[src/rtl/game_pkg.sv]
// Shared game constants and types: ammo FSM states, ammo width and default HUD colours.
package game_pkg;

    localparam int unsigned AMMO_W  = 4;
    localparam int unsigned COORD_W = 11;
    localparam int unsigned RGB_W   = 12;

    typedef enum logic [1:0] {
        READY     = 2'd0,
        EMPTY     = 2'd1,
        RELOADING = 2'd2
    } ammo_state_t;

    localparam logic [RGB_W-1:0] DEF_SHELL_COLOR  = 12'hf_c_0;
    localparam logic [RGB_W-1:0] DEF_EMPTY_COLOR  = 12'h4_4_4;
    localparam logic [RGB_W-1:0] DEF_RELOAD_COLOR = 12'h0_8_f;

endpackage

[src/rtl/itf_vga.sv]
// VGA pixel-stream bundle passed between drawing stages.
interface itf_vga;
    import game_pkg::*;

    logic [COORD_W-1:0] hcount;
    logic [COORD_W-1:0] vcount;
    logic               hblnk;
    logic               hsync;
    logic               vblnk;
    logic               vsync;
    logic [RGB_W-1:0]   rgb;

    modport in  (input  hcount, vcount, hblnk, hsync, vblnk, vsync, rgb);
    modport out (output hcount, vcount, hblnk, hsync, vblnk, vsync, rgb);
endinterface

[src/rtl/ammo_counter.sv]
// Magazine bookkeeping: shot acceptance, timed reload and the empty flag.
module ammo_counter
    import game_pkg::*;
#(
    parameter int unsigned MAX_AMMO      = 6,
    parameter int unsigned RELOAD_CYCLES = 65_000_000
) (
    input  logic              clk,
    input  logic              rst,
    input  logic              trigger,
    input  logic              reload,
    output ammo_state_t       state,
    output logic [AMMO_W-1:0] ammo,
    output logic              no_ammo,
    output logic              shot_valid
);

    localparam int unsigned       CNT_W     = $clog2(RELOAD_CYCLES + 1);
    localparam logic [AMMO_W-1:0] FULL      = AMMO_W'(MAX_AMMO);
    localparam logic [CNT_W-1:0]  CNT_START = CNT_W'(RELOAD_CYCLES - 1);

    logic [CNT_W-1:0] reload_cnt;

    // Trigger has priority over reload in READY; EMPTY guards against underflow.
    always_ff @(posedge clk) begin
        if (rst) begin
            state      <= READY;
            ammo       <= FULL;
            reload_cnt <= '0;
            no_ammo    <= 1'b0;
            shot_valid <= 1'b0;
        end else begin
            shot_valid <= 1'b0;
            case (state)
                READY: begin
                    if (trigger) begin
                        ammo       <= ammo - AMMO_W'(1);
                        shot_valid <= 1'b1;
                        if (ammo == AMMO_W'(1)) begin
                            state   <= EMPTY;
                            no_ammo <= 1'b1;
                        end
                    end else if (reload && (ammo != FULL)) begin
                        state      <= RELOADING;
                        reload_cnt <= CNT_START;
                    end
                end
                EMPTY: begin
                    if (reload) begin
                        state      <= RELOADING;
                        reload_cnt <= CNT_START;
                        no_ammo    <= 1'b0;
                    end
                end
                RELOADING: begin
                    if (reload_cnt == '0) begin
                        ammo  <= FULL;
                        state <= READY;
                    end else begin
                        reload_cnt <= reload_cnt - CNT_W'(1);
                    end
                end
                default: begin
                    state   <= READY;
                    no_ammo <= 1'b0;
                end
            endcase
        end
    end

endmodule

[src/rtl/draw_ammo_bar.sv]
// HUD stage: ammo bookkeeping plus a frame-stable row of shell icons over the VGA stream.
module draw_ammo_bar
    import game_pkg::*;
#(
    parameter int unsigned      MAX_AMMO      = 6,
    parameter int unsigned      RELOAD_CYCLES = 65_000_000,
    parameter int unsigned      BAR_X         = 900,
    parameter int unsigned      BAR_Y         = 720,
    parameter int unsigned      SHELL_W       = 12,
    parameter int unsigned      SHELL_H       = 24,
    parameter int unsigned      SHELL_GAP     = 6,
    parameter logic [RGB_W-1:0] SHELL_COLOR   = DEF_SHELL_COLOR,
    parameter logic [RGB_W-1:0] EMPTY_COLOR   = DEF_EMPTY_COLOR,
    parameter logic [RGB_W-1:0] RELOAD_COLOR  = DEF_RELOAD_COLOR
) (
    input  logic              clk,
    input  logic              rst,
    input  logic              trigger,
    input  logic              reload,
    itf_vga.in                in,
    itf_vga.out               out,
    output logic              no_ammo,
    output logic              shot_valid,
    output logic [AMMO_W-1:0] ammo
);

    localparam int unsigned PITCH = SHELL_W + SHELL_GAP;

    ammo_state_t       state;
    logic [AMMO_W-1:0] disp_ammo;
    logic              disp_reloading;
    logic [11:0]       hx;
    logic [11:0]       vy;
    logic              in_row;
    logic              hit;
    logic [AMMO_W-1:0] hit_idx;
    logic [RGB_W-1:0]  rgb_nxt;

    ammo_counter #(
        .MAX_AMMO      (MAX_AMMO),
        .RELOAD_CYCLES (RELOAD_CYCLES)
    ) u_ammo_counter (
        .clk        (clk),
        .rst        (rst),
        .trigger    (trigger),
        .reload     (reload),
        .state      (state),
        .ammo       (ammo),
        .no_ammo    (no_ammo),
        .shot_valid (shot_valid)
    );

    // Latch what to draw at the first pixel so the bar never tears mid-frame.
    always_ff @(posedge clk) begin
        if (rst) begin
            disp_ammo      <= AMMO_W'(MAX_AMMO);
            disp_reloading <= 1'b0;
        end else if ((in.hcount == '0) && (in.vcount == '0)) begin
            disp_ammo      <= ammo;
            disp_reloading <= (state == RELOADING);
        end
    end

    // 12-bit coordinates keep shell bounds from wrapping near the right edge.
    assign hx     = {1'b0, in.hcount};
    assign vy     = {1'b0, in.vcount};
    assign in_row = (vy >= 12'(BAR_Y)) && (vy < 12'(BAR_Y + SHELL_H));

    always_comb begin
        hit     = 1'b0;
        hit_idx = '0;
        for (int unsigned i = 0; i < MAX_AMMO; i++) begin
            if ((hx >= 12'(BAR_X + i * PITCH)) && (hx < 12'(BAR_X + i * PITCH + SHELL_W))) begin
                hit     = in_row;
                hit_idx = AMMO_W'(i);
            end
        end
    end

    always_comb begin
        rgb_nxt = in.rgb;
        if (in.hblnk || in.vblnk) begin
            rgb_nxt = '0;
        end else if (hit) begin
            if (disp_reloading) begin
                rgb_nxt = RELOAD_COLOR;
            end else if (hit_idx < disp_ammo) begin
                rgb_nxt = SHELL_COLOR;
            end else begin
                rgb_nxt = EMPTY_COLOR;
            end
        end
    end

    always_ff @(posedge clk) begin
        if (rst) begin
            out.hcount <= '0;
            out.vcount <= '0;
            out.hblnk  <= 1'b0;
            out.hsync  <= 1'b0;
            out.vblnk  <= 1'b0;
            out.vsync  <= 1'b0;
            out.rgb    <= '0;
        end else begin
            out.hcount <= in.hcount;
            out.vcount <= in.vcount;
            out.hblnk  <= in.hblnk;
            out.hsync  <= in.hsync;
            out.vblnk  <= in.vblnk;
            out.vsync  <= in.vsync;
            out.rgb    <= rgb_nxt;
        end
    end

endmodule

[src/flat_wrapper.sv]
// flat-port wrapper written by rule: the top's interface ports become plain ports
module draw_ammo_bar_flat import game_pkg::*;
#(
    parameter int unsigned      MAX_AMMO      = 6,
    parameter int unsigned      RELOAD_CYCLES = 65_000_000,
    parameter int unsigned      BAR_X         = 900,
    parameter int unsigned      BAR_Y         = 720,
    parameter int unsigned      SHELL_W       = 12,
    parameter int unsigned      SHELL_H       = 24,
    parameter int unsigned      SHELL_GAP     = 6,
    parameter logic [RGB_W-1:0] SHELL_COLOR   = DEF_SHELL_COLOR,
    parameter logic [RGB_W-1:0] EMPTY_COLOR   = DEF_EMPTY_COLOR,
    parameter logic [RGB_W-1:0] RELOAD_COLOR  = DEF_RELOAD_COLOR
)
  (clk, rst, trigger, reload, no_ammo, shot_valid, ammo, in_hcount, in_vcount, in_hblnk, in_hsync, in_vblnk, in_vsync, in_rgb, out_hcount, out_vcount, out_hblnk, out_hsync, out_vblnk, out_vsync, out_rgb);
  itf_vga in_i ();
  itf_vga out_i ();
  input  logic clk;
  input  logic rst;
  input  logic trigger;
  input  logic reload;
  output logic no_ammo;
  output logic shot_valid;
  output logic [AMMO_W-1:0] ammo;
  input wire logic [$bits(in_i.hcount)-1:0] in_hcount;
  input wire logic [$bits(in_i.vcount)-1:0] in_vcount;
  input wire logic [$bits(in_i.hblnk)-1:0] in_hblnk;
  input wire logic [$bits(in_i.hsync)-1:0] in_hsync;
  input wire logic [$bits(in_i.vblnk)-1:0] in_vblnk;
  input wire logic [$bits(in_i.vsync)-1:0] in_vsync;
  input wire logic [$bits(in_i.rgb)-1:0] in_rgb;
  output wire logic [$bits(out_i.hcount)-1:0] out_hcount;
  output wire logic [$bits(out_i.vcount)-1:0] out_vcount;
  output wire logic [$bits(out_i.hblnk)-1:0] out_hblnk;
  output wire logic [$bits(out_i.hsync)-1:0] out_hsync;
  output wire logic [$bits(out_i.vblnk)-1:0] out_vblnk;
  output wire logic [$bits(out_i.vsync)-1:0] out_vsync;
  output wire logic [$bits(out_i.rgb)-1:0] out_rgb;
  assign in_i.hcount = in_hcount;
  assign in_i.vcount = in_vcount;
  assign in_i.hblnk = in_hblnk;
  assign in_i.hsync = in_hsync;
  assign in_i.vblnk = in_vblnk;
  assign in_i.vsync = in_vsync;
  assign in_i.rgb = in_rgb;
  assign out_hcount = out_i.hcount;
  assign out_vcount = out_i.vcount;
  assign out_hblnk = out_i.hblnk;
  assign out_hsync = out_i.hsync;
  assign out_vblnk = out_i.vblnk;
  assign out_vsync = out_i.vsync;
  assign out_rgb = out_i.rgb;
  draw_ammo_bar #(.MAX_AMMO(MAX_AMMO), .RELOAD_CYCLES(RELOAD_CYCLES), .BAR_X(BAR_X), .BAR_Y(BAR_Y), .SHELL_W(SHELL_W), .SHELL_H(SHELL_H), .SHELL_GAP(SHELL_GAP), .SHELL_COLOR(SHELL_COLOR), .EMPTY_COLOR(EMPTY_COLOR), .RELOAD_COLOR(RELOAD_COLOR)) u_core (.clk(clk), .rst(rst), .trigger(trigger), .reload(reload), .in(in_i), .out(out_i), .no_ammo(no_ammo), .shot_valid(shot_valid), .ammo(ammo));
endmodule
[config.mk]
export PLATFORM = sky130hd
export DESIGN_NAME = draw_ammo_bar_flat
export DESIGN_NICKNAME = d
export VERILOG_FILES = /design/src/rtl/game_pkg.sv /design/src/rtl/itf_vga.sv /design/src/rtl/ammo_counter.sv /design/src/rtl/draw_ammo_bar.sv /design/src/flat_wrapper.sv
export SDC_FILE = /design/constraint.sdc
export NUM_CORES = 1
export LEC_CHECK = 0
export ABC_CLOCK_PERIOD_IN_PS = 3750
export BUFFER_PORTS_ARGS = -buffer_cell sky130_fd_sc_hd__buf_2
export CORE_ASPECT_RATIO = 1.4
export CORE_MARGIN = 8
export CORE_UTILIZATION = 42
export CTS_CLUSTER_DIAMETER = 100
export DETAILED_ROUTE_END_ITERATION = 6
export PLACE_DENSITY = 0.65
export RECOVER_POWER = 50
export SLEW_MARGIN = 15
export SYNTH_ARGS = -nofsm -noshare
export SYNTH_HDL_FRONTEND = slang
export SYNTH_HIERARCHICAL = 1
export SYNTH_SLANG_ARGS = --single-unit
export TNS_END_PERCENT = 20
[constraint.sdc]
create_clock -name clk -period 3.75 [get_ports clk]
set_input_delay 0.75 -clock clk [delete_from_list [all_inputs] [get_ports clk]]
set_output_delay 0.75 -clock clk [all_outputs]
set_load 0.005 [all_outputs]
* After elaboration in Yosys (flattened, before gate mapping)
Cells that the tools add are included.
** Word-level totals
- Register bits :: 77
- Output and inout port bits :: 44
- Logic and storage cells :: 101
** Cells by class
- Add/sub/neg operators :: 2
- $lt $le $gt $ge :: 15
- Equality and inequality tests :: 13
- Mux-type cells :: 33
- Bitwise operators :: 2
- Reduce and logical (&&, ||, !) cells :: 22
** Operators with widths (number)
- $mux 26 :: 4
- $pmux 26 s3 :: 1
- $ge 11x10->1 const B :: 7
- $lt 11x10->1 const B :: 7
- $mux 12 :: 3
- $logic_not 26->1 :: 1
- $sub 26x1->26 const B :: 1
- $logic_not 11->1 :: 2
- $mux 2 :: 7
- $ne 2x2->1 const B :: 7
- $mux 1 :: 11
- $logic_and 1x1->1 :: 9
- $mux 4 :: 2
- $pmux 4 s2 :: 1
- $reduce_and 4->1 :: 2
- $mux 3 :: 2
- $ne 3x3->1 const B :: 2
- $pmux 2 s3 :: 1
- $reduce_and 5->1 :: 1
- $eq 4x1->1 const B :: 1
- $lt 3x4->1 :: 1
- $ne 4x3->1 const B :: 1
- $reduce_or 2->1 :: 2
- $sub 4x1->4 const B :: 1
- other kinds (9) :: 10

* Longest topological paths before layout
- Depth in word-level cells :: 11
- Mapped depth :: 14

* Cells and area by module
The synthesis kept the hierarchy.
** Modules (own cells, without submodules)
- ammo_counter :: times used 1, cells each 214, area each 1806.7 µm², sequential area each 680.7 µm²
- draw_ammo_bar :: times used 1, cells each 183, area each 1702.9 µm², sequential area each 860.8 µm²

* Worst setup path after synthesis
Ideal clock, no wire load.
- Path type :: input-to-reg
- From :: in in_hcount[4]
- To :: reg u_core.out.rgb[2]
- Library setup time :: 116 ps
- Data arrival time :: 3054 ps
- Required time :: 3634 ps
- Path slack :: 580 ps
- Stages :: 12
- Buffers on the path :: 1
- Path through :: buf_4 > nor2b_1 > o22ai_1 > nor2_1 > a2111oi_0 > ha_1 > nand2_1 > and3_2 > or2b_1 > o31a_1 > a211o_1 > and3_1
** On the way
- Word-level cells in the longest chain between the ends :: 11
- Elaborated cells between the ends (all ways) :: 33
** RTL lines
- from (decl) :: line flat_wrapper.sv:25 : input wire logic [$bits(in_i.hcount)-1:0] in_hcount;
- $ge 11x10->1 or $lt 11x10->1 (tied branches) :: line draw_ammo_bar.sv:73 : if ((hx >= 12'(BAR_X + i * PITCH)) && (hx < 12'(BAR_X + i * PITCH + SHELL_W))) begin
- $logic_and 1x1->1 :: line draw_ammo_bar.sv:73
- $mux 1 :: line draw_ammo_bar.sv:73
- $mux 2 (2 in series) :: line draw_ammo_bar.sv:73
- $mux 3 (2 in series) :: line draw_ammo_bar.sv:73
- $lt 3x4->1 :: line draw_ammo_bar.sv:87 : end else if (hit_idx < disp_ammo) begin
- $mux 12 :: line draw_ammo_bar.sv:87
- $mux 12 :: line draw_ammo_bar.sv:85 : if (disp_reloading) begin
- $mux 12 * :: line draw_ammo_bar.sv:84 : end else if (hit) begin
- to (signal assigned) :: line draw_ammo_bar.sv:111 : out.rgb <= rgb_nxt;
- to (decl) :: line itf_vga.sv:14 : modport out (output hcount, vcount, hblnk, hsync, vblnk, vsync, rgb);
Every way passes the cells marked *; elsewhere a longest branch is shown, timed or not.
A chain may end at the register's enable or synchronous reset.

* Worst setup path in the final report
Ends and elaborated chain as after synthesis.

==> out/results.tsv <==
metric	value	unit
clk_latency	0.33	ns
fillers	791	
synthMostInstantiatedCell	dfxtp_1	
cp_slowest_cell	a2111oi_0	
viasPerCell	5.47	
setup_tns	0	ns
fmax	329	MHz
grt_overflow	0	
io_buffers	85	
numCtsBuffers	9	
cts_root_buffer	clkbuf_16	
routed_wl	8890	um
finalHoldViolCount	0	
io_pins	86	
synth_commonest_cells	dfxtp_1, nand2_1, nor2_1, nor2b_1, a21oi_1	
worst-path-buf-inv	1	
maxSlewViolCount	0	
core_region_area	8150	sq um
antenna_left	0	
cp-startpoint	in_hcount[4]	
die_w	93.3	um
synth_nets	445	
final_net_count	524	
cts_tree	done	
crit_path_end_kind	flop	
finalCritPeriodShare	81.0	%
setup_viol	0	
seq_area	1540	sq um
critical_path_class	in2reg	
rsz0062_at_grt	no	
powerDensity	572	nW/um^2
dp_slack	0.357	ns
rows	39	
gp_congestion	0.894	
irDropWorstVdd	0.335	mV
worst-path-max-fanout	10	
synth_cell_types	67	
synth_top_area_share	43.9	%
grt_pass1_wl	14400	um
postCtsHoldBufs	0	
placed_cells	567	
reg2reg_slack	0.88	ns
initial_core_util	43.1	%
synth_area	3510	sq um
yosysWarnings	6	
vias	3191	
yosys-top-cells-area	dfxtp_1, nor2b_1, a21oi_1, nand2_1, nor2_1	
drc	0	
diodes	0	
reg2regPathDepth	7	
synthFlopType	dfxtp_1	
slew_headroom	14.3	%
max_stage_delay	0.37	ns
cp.arrival	3.27	ns
cts.repair.resized	0	
wl_met3	657	um
grt_max_degree	31	
synth_seq_cells	77	
synth_async_sr_flop_share	0	%
dieArea	11600	sq um
syn2layout_area_growth	20.9	%
dieHeight	124	um
r2r-end	u_core/u_ammo_counter/reload_cnt[20]$_SDFFE_PP0P_	
p_leak	1.73	nW
layout.cells.non_filler	583	
path_delay_family	compound AO/OA/AOI/OAI gates	
postLayoutCoreUtil	52.0	%
synth_cells	397	
wl_per_cell	15.3	um
grt_pass1_vias	3106	
met1_length	3610	um
clk_pin_slew_worst_paths	0.06	ns
grtUsageTotal	15.4	%
hpwl	6510	um
antenna_found_initial	0	
timing.final.ws_setup	0.711	ns
highest_layer	met4	
maxCapViolCount	0	
synth_edf_count	0	
worstReg2RegStart	u_core/u_ammo_counter/reload_cnt[0]$_SDFFE_PP0P_	
postCtsSetupBuffers	0	
drtPass1Iterations	4	
tightest_slew	1.29	ns
required	3.98	ns
skew	0.00657	ns
htree_levels	3	
cts_sinks	77	
cts_buffer_depth	2	
wl_met2	4450	um
drt_iter0_drc	159	
status	completed	
hold_path_class	reg2reg	
timing.critical_path.to	u_core/out.rgb[2]$_SDFF_PP0_	
path_depth	12	
synth_top_cell_by_area	dfxtp_1	
worstPathCellList	buf_2, nor2b_1, o22ai_1, nor2_1, a2111oi_0, ha_1, nand2_1, and3_2, or2b_1, o31a_1, a211o_1, and3_1	
ys_seq_area_share	43.9	%
multi_input_area	1810	sq um
syn-mean-instance-area	8.84	sq um
power	0.00242	W
drive_gt1_share	18.3	%
period_needed	3.04	ns
crit_path_start_kind	input port	
cells in the final DEF, fill, tap and decap left out, drive strengths merged, types with 5 or more instances in the layout:
cell	instances
inv	14
nor2	29
ha	6
nand3	6
nor4	6
mux2i	6
clkbuf	37
dfxtp	77
nor2b	28
and3	5
or3	11
a31oi	11
nor3	11
nand2b	7
nand2	30
o31ai	9
a21oi	25
or4	13
o21ai	18
buf	62
nand4	6
power breakdown:
part | internal (W) | leakage (nW) | total [W] | switching [W]
logic | 0.000242 | 0.960 | 0.000589 | 0.000347
clock network | 0.000520 | 0.136 | 0.000866 | 0.000346
registers | 0.000898 | 0.633 | 0.000971 | 0.0000720
total | 0.00166 | 1.73 | 0.00242 | 0.000765
cell type report:
class / instances / share of cell area, %
Tap cell: 102 / 3.01
Timing Repair Buffer: 89 / 9.88
Multi-Input combinational cell: 287 / 42.7
Inverter: 12 / 1.06
Clock inverter: 6 / 1.65
Sequential cell: 77 / 36.3
Clock buffer: 10 / 5.40
kinds of logic (layout without fill, tap and decap cells):
kind of cell               Yosys count  count (layout)  share of synthesized area, %
xor gates and xnor gates             2               2                         0.499
adders and majority gates            6               6                          2.14
and+or+nand+nor                    173             173                          28.2
AOI/OAI and AO/OA                  100             100                          19.0
muxes                                6               6                          1.71
DFF                                 77              77                          43.9
buffers and inverters               33             117                          4.53
worst min path at each step:
stage,slack (ns),start,to,cells after the start
after floorplan,0.45,u_core/disp_ammo[0]$_SDFFE_PP0P_,u_core/disp_ammo[0]$_SDFFE_PP0P_,2
after global placement,0.48,u_core/u_ammo_counter/reload_cnt[8]$_SDFFE_PP0P_,u_core/u_ammo_counter/reload_cnt[8]$_SDFFE_PP0P_,2
after detailed placement,0.48,u_core/u_ammo_counter/reload_cnt[8]$_SDFFE_PP0P_,u_core/u_ammo_counter/reload_cnt[8]$_SDFFE_PP0P_,2
after CTS,0.49,u_core/u_ammo_counter/reload_cnt[8]$_SDFFE_PP0P_,u_core/u_ammo_counter/reload_cnt[8]$_SDFFE_PP0P_,2
after global routing,0.54,u_core/u_ammo_counter/reload_cnt[24]$_SDFFE_PP0P_,u_core/u_ammo_counter/reload_cnt[24]$_SDFFE_PP0P_,2
final,0.49,u_core/u_ammo_counter/reload_cnt[8]$_SDFFE_PP0P_,u_core/u_ammo_counter/reload_cnt[8]$_SDFFE_PP0P_,2
layer usage:
layer / track usage, % / up-vias
met3: 3.98 / 15
li1: - / 1615
met5: 0 / -
met4: 7.99 / 0
met2: 27.9 / 95
met1: 16.1 / 1466
per-stage QoR:
step	cell area, sq um	hold WS (ns)
2_1_floorplan	3510	0.451
3_5_place_dp	3980	0.481
3_3_place_gp	3980	0.477
5_1_grt	4240	0.537
4_1_cts	4280	0.490
6_report	4240	0.489
flip-flops by register name (all words and copies together), names as in the netlist, 2 cells and up:
signal / flops
u_core/u_ammo_counter/reload_cnt: 26
u_core/out.rgb: 12
u_core/out.hcount: 11
u_core/out.vcount: 11
u_core/disp_ammo: 4
u_core/u_ammo_counter/ammo: 4
u_core/u_ammo_counter/state: 2
worst min-delay path, cell delays in order (launching register included):
cell     delay, ns
dfxtp_1       0.32
o21ai_0       0.07
a21oi_1       0.06
(Power assumes the default switching activity.)
